<file path="config.mk">
export PLATFORM = sky130hd
export DESIGN_NAME = uart_tx_arb
export DESIGN_NICKNAME = d
export VERILOG_FILES = /design/src/rtl/uart_pkg.sv /design/src/rtl/uart_tx_arb_rr_pick.sv /design/src/rtl/uart_tx_arb.sv
export SDC_FILE = /design/constraint.sdc
export NUM_CORES = 1
export LEC_CHECK = 0
export ABC_AREA = 0
export BUFFER_PORTS_ARGS = -buffer_cell sky130_fd_sc_hd__buf_2
export CAP_MARGIN = 20
export CORE_ASPECT_RATIO = 1.5
export CORE_MARGIN = 2
export CORE_UTILIZATION = 47
export DETAILED_ROUTE_END_ITERATION = 10
export HOLD_SLACK_MARGIN = 0.1
export PLACE_DENSITY = 0.8
export SYNTH_ARGS = -nofsm -noshare
export SYNTH_HDL_FRONTEND = slang
export SYNTH_SLANG_ARGS = --single-unit
export TNS_END_PERCENT = 5
</file>
<file path="constraint.sdc">
create_clock -name clk -period 2.2 [get_ports clk]
set_input_delay 0 -clock clk [delete_from_list [all_inputs] [get_ports clk]]
set_output_delay 0 -clock clk [all_outputs]
set_load 0.005 [all_outputs]
</file>
<file path="src/rtl/uart_pkg.sv">
// Shared definitions for the UART transmit arbiter: FSM encoding and
// default sizing constants.
package uart_pkg;

    typedef enum logic [1:0] {
        S_IDLE      = 2'd0,
        S_START     = 2'd1,
        S_WAIT_ACK  = 2'd2,
        S_WAIT_DONE = 2'd3
    } state_t;

    localparam int DEF_NREQ    = 4;
    localparam int DEF_BURST   = 4;
    localparam int DEF_TIMEOUT = 15;

endpackage

</file>
<file path="src/rtl/uart_tx_arb_rr_pick.sv">
// Wrap-around priority search: first set bit of i_req at or after i_ptr,
// wrapping from NREQ-1 back to 0.
module rr_pick #(
    parameter int NREQ = 4,
    parameter int IW   = $clog2(NREQ)
) (
    input  logic [NREQ-1:0] i_req,
    input  logic [IW-1:0]   i_ptr,
    output logic            o_found,
    output logic [IW-1:0]   o_index
);

    int w_pos;

    // Walk from farthest to nearest so the nearest hit is written last.
    always_comb begin
        o_found = 1'b0;
        o_index = '0;
        w_pos   = 0;
        for (int k = NREQ - 1; k >= 0; k--) begin
            w_pos = int'(i_ptr) + k;
            if (w_pos >= NREQ) w_pos = w_pos - NREQ;
            if (i_req[w_pos]) begin
                o_found = 1'b1;
                o_index = IW'(w_pos);
            end
        end
    end

endmodule

</file>
<file path="src/rtl/uart_tx_arb.sv">
// Arbitrates byte requests from NREQ sources onto one UART transmitter,
// round-robin with bounded bursts per owner and a no-response timeout.
module uart_tx_arb
    import uart_pkg::*;
#(
    parameter int NREQ    = DEF_NREQ,
    parameter int BURST   = DEF_BURST,
    parameter int TIMEOUT = DEF_TIMEOUT
) (
    input  logic                    clk,
    input  logic                    rst,
    input  logic [NREQ-1:0]         req_valid,
    input  logic [8*NREQ-1:0]       req_data,
    output logic [NREQ-1:0]         req_ack,
    output logic [7:0]              tx_data,
    output logic                    tx_start,
    input  logic                    tx_busy,
    output logic [$clog2(NREQ)-1:0] grant_id,
    output logic                    busy,
    output logic                    err_timeout
);

    localparam int IW = $clog2(NREQ);
    localparam int CW = $clog2(BURST + 1);
    localparam int TW = (TIMEOUT < 1) ? 1 : $clog2(TIMEOUT + 1);

    state_t        r_state, w_next;
    logic [IW-1:0] r_ptr;
    logic [IW-1:0] r_grant;
    logic [CW-1:0] r_burst;
    logic [TW-1:0] r_timer;
    logic [7:0]    r_tx_data;

    logic          w_found;
    logic [IW-1:0] w_pick;
    logic          w_keep;
    logic [IW-1:0] w_sel_idx;
    logic [IW-1:0] w_ptr_nxt;
    logic          w_select;
    logic          w_tmo;

    rr_pick #(.NREQ(NREQ), .IW(IW)) u_pick (
        .i_req   (req_valid),
        .i_ptr   (r_ptr),
        .o_found (w_found),
        .o_index (w_pick)
    );

    // r_burst==0 means no grant since reset, so there is no owner to keep.
    assign w_keep    = (r_burst != '0) && req_valid[r_grant] && (r_burst < CW'(BURST));
    assign w_sel_idx = w_keep ? r_grant : w_pick;
    assign w_ptr_nxt = (w_pick == IW'(NREQ - 1)) ? '0 : w_pick + 1'b1;
    assign w_select  = (r_state == S_IDLE) && w_found;
    assign w_tmo     = (r_timer == TW'(TIMEOUT));

    always_ff @(posedge clk) begin
        if (rst) r_state <= S_IDLE;
        else     r_state <= w_next;
    end

    always_comb begin
        w_next = r_state;
        case (r_state)
            S_IDLE:      if (w_found) w_next = S_START;
            S_START:     w_next = S_WAIT_ACK;
            S_WAIT_ACK: begin
                if (tx_busy)    w_next = S_WAIT_DONE;
                else if (w_tmo) w_next = S_IDLE;
            end
            S_WAIT_DONE: if (!tx_busy) w_next = S_IDLE;
            default:     w_next = S_IDLE;
        endcase
    end

    always_ff @(posedge clk) begin
        if (rst) begin
            r_ptr     <= '0;
            r_grant   <= '0;
            r_burst   <= '0;
            r_timer   <= '0;
            r_tx_data <= '0;
        end else begin
            if (w_select) begin
                r_tx_data <= req_data[{w_sel_idx, 3'b000} +: 8];
                r_grant   <= w_sel_idx;
                if (w_keep) begin
                    r_burst <= r_burst + 1'b1;
                end else begin
                    r_burst <= CW'(1);
                    r_ptr   <= w_ptr_nxt;
                end
            end
            if (r_state == S_START)
                r_timer <= '0;
            else if (r_state == S_WAIT_ACK && !tx_busy && !w_tmo)
                r_timer <= r_timer + 1'b1;
        end
    end

    always_comb begin
        tx_start    = (r_state == S_START);
        req_ack     = '0;
        if (r_state == S_START) req_ack[r_grant] = 1'b1;
        busy        = (r_state != S_IDLE);
        err_timeout = (r_state == S_WAIT_ACK) && !tx_busy && w_tmo;
    end

    assign tx_data  = r_tx_data;
    assign grant_id = r_grant;

endmodule

</file>
* Word level (Yosys, flattened, before mapping)
Cells that the tools add are included.
** Operators by class
- Bitwise logic cells :: 1
- Order comparisons :: 11
- Reductions and logical operators :: 15
- Mux-type cells :: 37
- Add/subtract/negate cells :: 10
- Shifts and indexed selects :: 1
- Equality and inequality tests :: 8
** Operator list (count)
- < comparator 32 x 4 -> 1 bit, second input constant :: 4
- two-way mux 32 bit :: 4
- greater-or-equal comparator 32 x 4 -> 1 bit, second input constant :: 3
- subtractor 32 x 4 -> 32 bit, second input constant :: 3
- indexed part select 32 x 6 -> 8 bit :: 1
- two-way mux 2 bit :: 10
- two-way mux 1 bit :: 14
- binary-select mux 1 bit (select 2 bit) :: 5
- case mux 2 bit (4 select lines) :: 1
- logical AND 1 bit :: 7
- adder 2 x 2 -> 3 bit, second input constant :: 2
- equality test 2 bit, second input constant :: 3
- adder 4 x 1 -> 4 bit, second input constant :: 1
- equality test 4 bit, second input constant :: 1
- two-way mux 4 bit :: 1
- != test 2 bit, second input constant :: 2
- subtractor 2 x 3 -> 4 bit, second input constant :: 1
- adder 2 x 1 -> 3 bit, second input constant :: 1
- adder 3 x 1 -> 3 bit, second input constant :: 1
- greater-or-equal comparator 2 x 3 -> 1 bit, second input constant :: 1
- < comparator 2 x 3 -> 1 bit, second input constant :: 1
- < comparator 3 bit, second input constant :: 1
- two-way mux 3 bit :: 1
- != test 3 bit, second input constant :: 1
- 12 further kinds :: 13
** Word-level totals
- Output and inout port bits :: 17
- Word-level logic and storage cells :: 89
- Input port bits :: 39
- Flip-flop bits (word level) :: 21

* Depth between registers and ports, before layout
- Depth after elaboration :: 12
- Mapped depth :: 8
- Gate-level depth less buffers :: 7

* Modules after synthesis
From an unflattened synthesis, not the netlist that was laid out.
** Unflattened totals
- Cells, all modules :: 141
- Area, all modules :: 1328.8 µm²
** Modules (own cells, without submodules)
- uart_tx_arb :: area an instance 1251.2 µm², times used 1, cells an instance 128
- rr_pick :: area an instance 77.6 µm², times used 1, cells an instance 13

* Worst setup path after synthesis
OpenSTA, ideal clock, no wires.
- Path kind :: reg2reg
- From :: register r_grant[0] (netlist: grant_id[0])
- To :: register r_tx_data[0] (netlist: tx_data[0])
- Required time :: 2.064 ns
- Arrival time :: 1.785 ns
- Stages on the path, launching flop included :: 8
- Clock period less this slack :: 1.921 ns
- Setup time :: 0.136 ns
- Buffers on the path :: 2
- Slack :: 0.279 ns
- Cell sequence :: dfxtp_1 -> buf_6 -> mux2i_4 -> nor2_2 -> o32ai_4 -> buf_8 -> mux2i_1 -> o221ai_1
** Between the ends
- Cells in the longest elaborated chain, start to end :: 6
** RTL lines
- from (decl) :: RTL line uart_tx_arb.sv:29 : logic [IW-1:0] r_grant;
- from (signal assigned) :: RTL line uart_tx_arb.sv:85 : r_grant <= w_sel_idx;
- binary-select mux 1 bit (select 2 bit) :: RTL line uart_tx_arb.sv:50 : assign w_keep = (r_burst != '0) && req_valid[r_grant] && (r_burst < CW'(BURST));
- two-way mux 1 bit (not written as such) :: RTL line uart_tx_arb.sv:50
- logical AND 1 bit (2 in series) :: RTL line uart_tx_arb.sv:50
- two-way mux 2 bit (*) :: RTL line uart_tx_arb.sv:51 : assign w_sel_idx = w_keep ? r_grant : w_pick;
- indexed part select 32 x 6 -> 8 bit (*) :: RTL line uart_tx_arb.sv:84 : r_tx_data <= req_data[{w_sel_idx, 3'b000} +: 8];
- to (signal assigned) :: RTL line uart_tx_arb.sv:84
- to (decl) :: RTL line uart_tx_arb.sv:32 : logic [7:0] r_tx_data;
Mark *: on every way between the ends. The rest lies on a longest branch, timed or not. The select of a mux whose other input is x is not followed.
A chain may end at the register's enable or synchronous reset.

* Worst setup path in the final report
- From :: register r_burst[0]
- To :: register r_tx_data[6] (netlist: tx_data[6])
** Between the ends
- Cells in the longest elaborated chain, start to end :: 5
- Elaborated cells on any way between the ends :: 6
** RTL lines
- from (decl) :: RTL line uart_tx_arb.sv:30 : logic [CW-1:0] r_burst;
- from (signal assigned) :: RTL line uart_tx_arb.sv:87 : r_burst <= r_burst + 1'b1;
- parallel branches: the longest is 2 deep, another holds < comparator 3 bit
- logical AND 1 bit (*) :: RTL line uart_tx_arb.sv:50
- two-way mux 2 bit (*) :: RTL line uart_tx_arb.sv:51
- indexed part select 32 x 6 -> 8 bit (*) :: RTL line uart_tx_arb.sv:84
Mark *: on every way between the ends.

==> out/qor.txt <==
Global-route wire length before repair: 6340 µm
Fraction of layout cells with a size suffix above 1: 0.309
# IOs: 56
EDFF count, synth: 0
Fin. Hold Viols: 0
Critical path arrival: 2320 ps
Mapped Nets: 184
Post-route cell area: 2000 µm²
# DRC: 0
Routed Antenna Nets: 0
Synth top area share: 0.331
Row cnt: 23
DR vias: 1480
Largest family of logic cells by synthesized area: simple AND/OR/NAND/NOR gates
Async SR Flop Fraction: 0
Avg WL per Cell: 15.0 µm
Port Buf Inserts: 55
Fmax: 0.467 GHz
Pwr dens: 661 nW/µm²
CTS tree: yes
Nets@finish: 279
Clock Latency Late Sink: 270 ps
Mux contribution to synthesized area: 0.170
Clock transition at the registers of the reported paths: 80 ps
Worst hold margin: 403 ps
Syn_area_per_cell: 8.93 µm²
# placed instances: 233
Status: completed
Synth Register Bits: 21
Synth Area in Adders: 0.0296
VDD IR-drop max: 0.000480 V
Critical path capture point type: register
Vias in the first global route: 1458
Cells after Synth: 142
Final Critical Period: 2140 ps
Netlist cell types: 32
FILL cells: 170
Initial antenna violation count: 0
ANT cells: 0
Die ar.: 3140 µm²
Overall power: 1320 µW
DR vias/cell: 5.42
Largest net degree at the start of global routing: 17
Clock Tree Buf Depth: 2
Post-synth top flop: dfxtp_1
GRT overflow: 0
Register area: 420 µm²
Max Cap Viol: 0
Top post-synthesis cells by area: dfxtp_1 33%, mux2i_1 13%, o221ai_1 5.5%
Synth Area in XOR/XNOR: 0.0138
Final Cycle Share: 0.973
CTS root buf: clkbuf_8
Initial DRC count: 37
Worst slew pin tran: 551 ps
Leak pwr: 0.000906 µW
Router iterations before antenna repair: 6
Worst endpoint required time: 2380 ps
Worst setup SP type: register
Drt total wl: 4100 µm
Initial Util: 0.484
Most frequent cells after synthesis: 21 x dfxtp_1, 17 x mux2i_1, 17 x nand2_1
Total CTS buffers: 3
Chip height: 67.6 µm
Max H-tree Level: 1
Final setup vio count: 0
Finished Core Util: 0.765
Cell Area, Placed: 1590 µm²
Hpwl dp: 2480 µm
Area share of and/or/nand/nor cells after synthesis: 0.206
Max Clock Skew: 2.13 ps
Max-slew violation count: 0
Slowest-stage cell, CP: a211o_2
Post-Synthesis Cell Area: 1270 µm²
Critical path cell sequence: inv_1 -> ha_1 -> or3b_4 -> o22ai_4 -> nand2_1 -> a211o_2 -> o221ai_1
DR WL met2: 2160 µm
Yosys Warn Count: 0
Slew margin rel.: 0.630
Max layer used: met4
Cell taking the most area after synthesis: dfxtp_1
Met3 Wirelength: 250 µm
Die Wd: 46.4 µm
Compound-Gate Fraction of Synth Area: 0.205
Most frequent cell after synthesis: dfxtp_1
Area Overhead vs Synth: 58.0%
CORE AREA: 2620 µm²
M1 WL: 1530 µm
CP Class: reg -> reg
Max FO, Critical Path: 8
Slowest stage delay, CP: 440 ps
GP Congestion: 0.835
CTS sink count: 21
HP Class: in -> reg
Tot GR Track Use: 0.279
Area of the multi-input gates: 805 µm²
Post-Layout Cell Count: 273
Seq/Total Area, Yosys: 0.331
## layout make-up
type                    instances  share of cell area
multi-input cells             111               0.401
repair buffers                 93               0.330
flip-flops and latches         21               0.210
well taps                      37              0.0231
clock buffers                   3              0.0206
inverters                       7              0.0131
clock inverters                 1             0.00250
## logic make-up after synthesis
group,Yosys count
AND/OR/NAND/NOR,55
XOR/XNOR,2
adder cells (fa/ha/maj),3
buffers and inverters,10
multiplexers,19
AO/OA/AOI/OAI,32
flip-flops,21
## worst max-delay path: cells and delay by family, from the launching register on
family,cells,cell delay (ps)
AO/OA/AOI/OAI,3,890
adder cells (fa/ha/maj),1,200
buffers and inverters,1,60
flip-flops,1,390
AND/OR/NAND/NOR,2,530
## power by group
group	switching [µW]	internal, µW
clock network	138	127
logic	272	291
registers	53.4	443
## final timing paths
path | startpoint | end | slack, ps | cells after the start
worst max-delay path | r_burst[0] | tx_data[6] | 60 | 7
worst min-delay path | req_valid[3] | grant_id[1] | 400 | 5
worst max register to register | r_burst[0] | tx_data[6] | 60 | 7
worst min register to register | tx_data[3] | tx_data[3] | 480 | 2
## what timing repair did
item	CTS	global route
gates resized for setup	0	3
endpoints found under the setup margin	0	4
hold buffers	35	0
buffers inserted	0	1
hold endpoints to repair	17	0
## state kept, by name, summed over array words and instances, names as in the netlist
name	flops
grant_id	2
r_burst	3
r_ptr	2
r_state	2
r_timer	4
tx_data	8
## placed cells by master, fill, tap and decap left out, drive strengths merged, types with 2 or more instances in the layout
cell and instances:
a211o 3, a21oi 9, a311oi 2, buf 58
clkbuf 3, dfxtp 21, dlygate4sd3 35, ha 3
inv 7, mux2i 19, nand2 17, nand2b 3
nand3 7, nor2 17, nor2b 2, nor3b 3
o21ai 4, o221ai 8, or3 2, xor2 2
## stage by stage
| stage | setup WS (ps) | TNS [ps] |
|---|---|---|
| after floorplan | 279 | 0 |
| after global placement | 213 | 0 |
| after detailed placement | 151 | 0 |
| after CTS | 132 | 0 |
| after global routing | -6.64 | -11.4 |
| final | 58.9 | 0 |
## layer usage
metal  vias to the layer above  global-route usage
met1                       683               0.280
met3                        19              0.0481
met2                        73               0.528
met5                         -                   0
met4                         0               0.121
li1                        705                   -
Note: power is estimated with default switching activity, not from simulation.
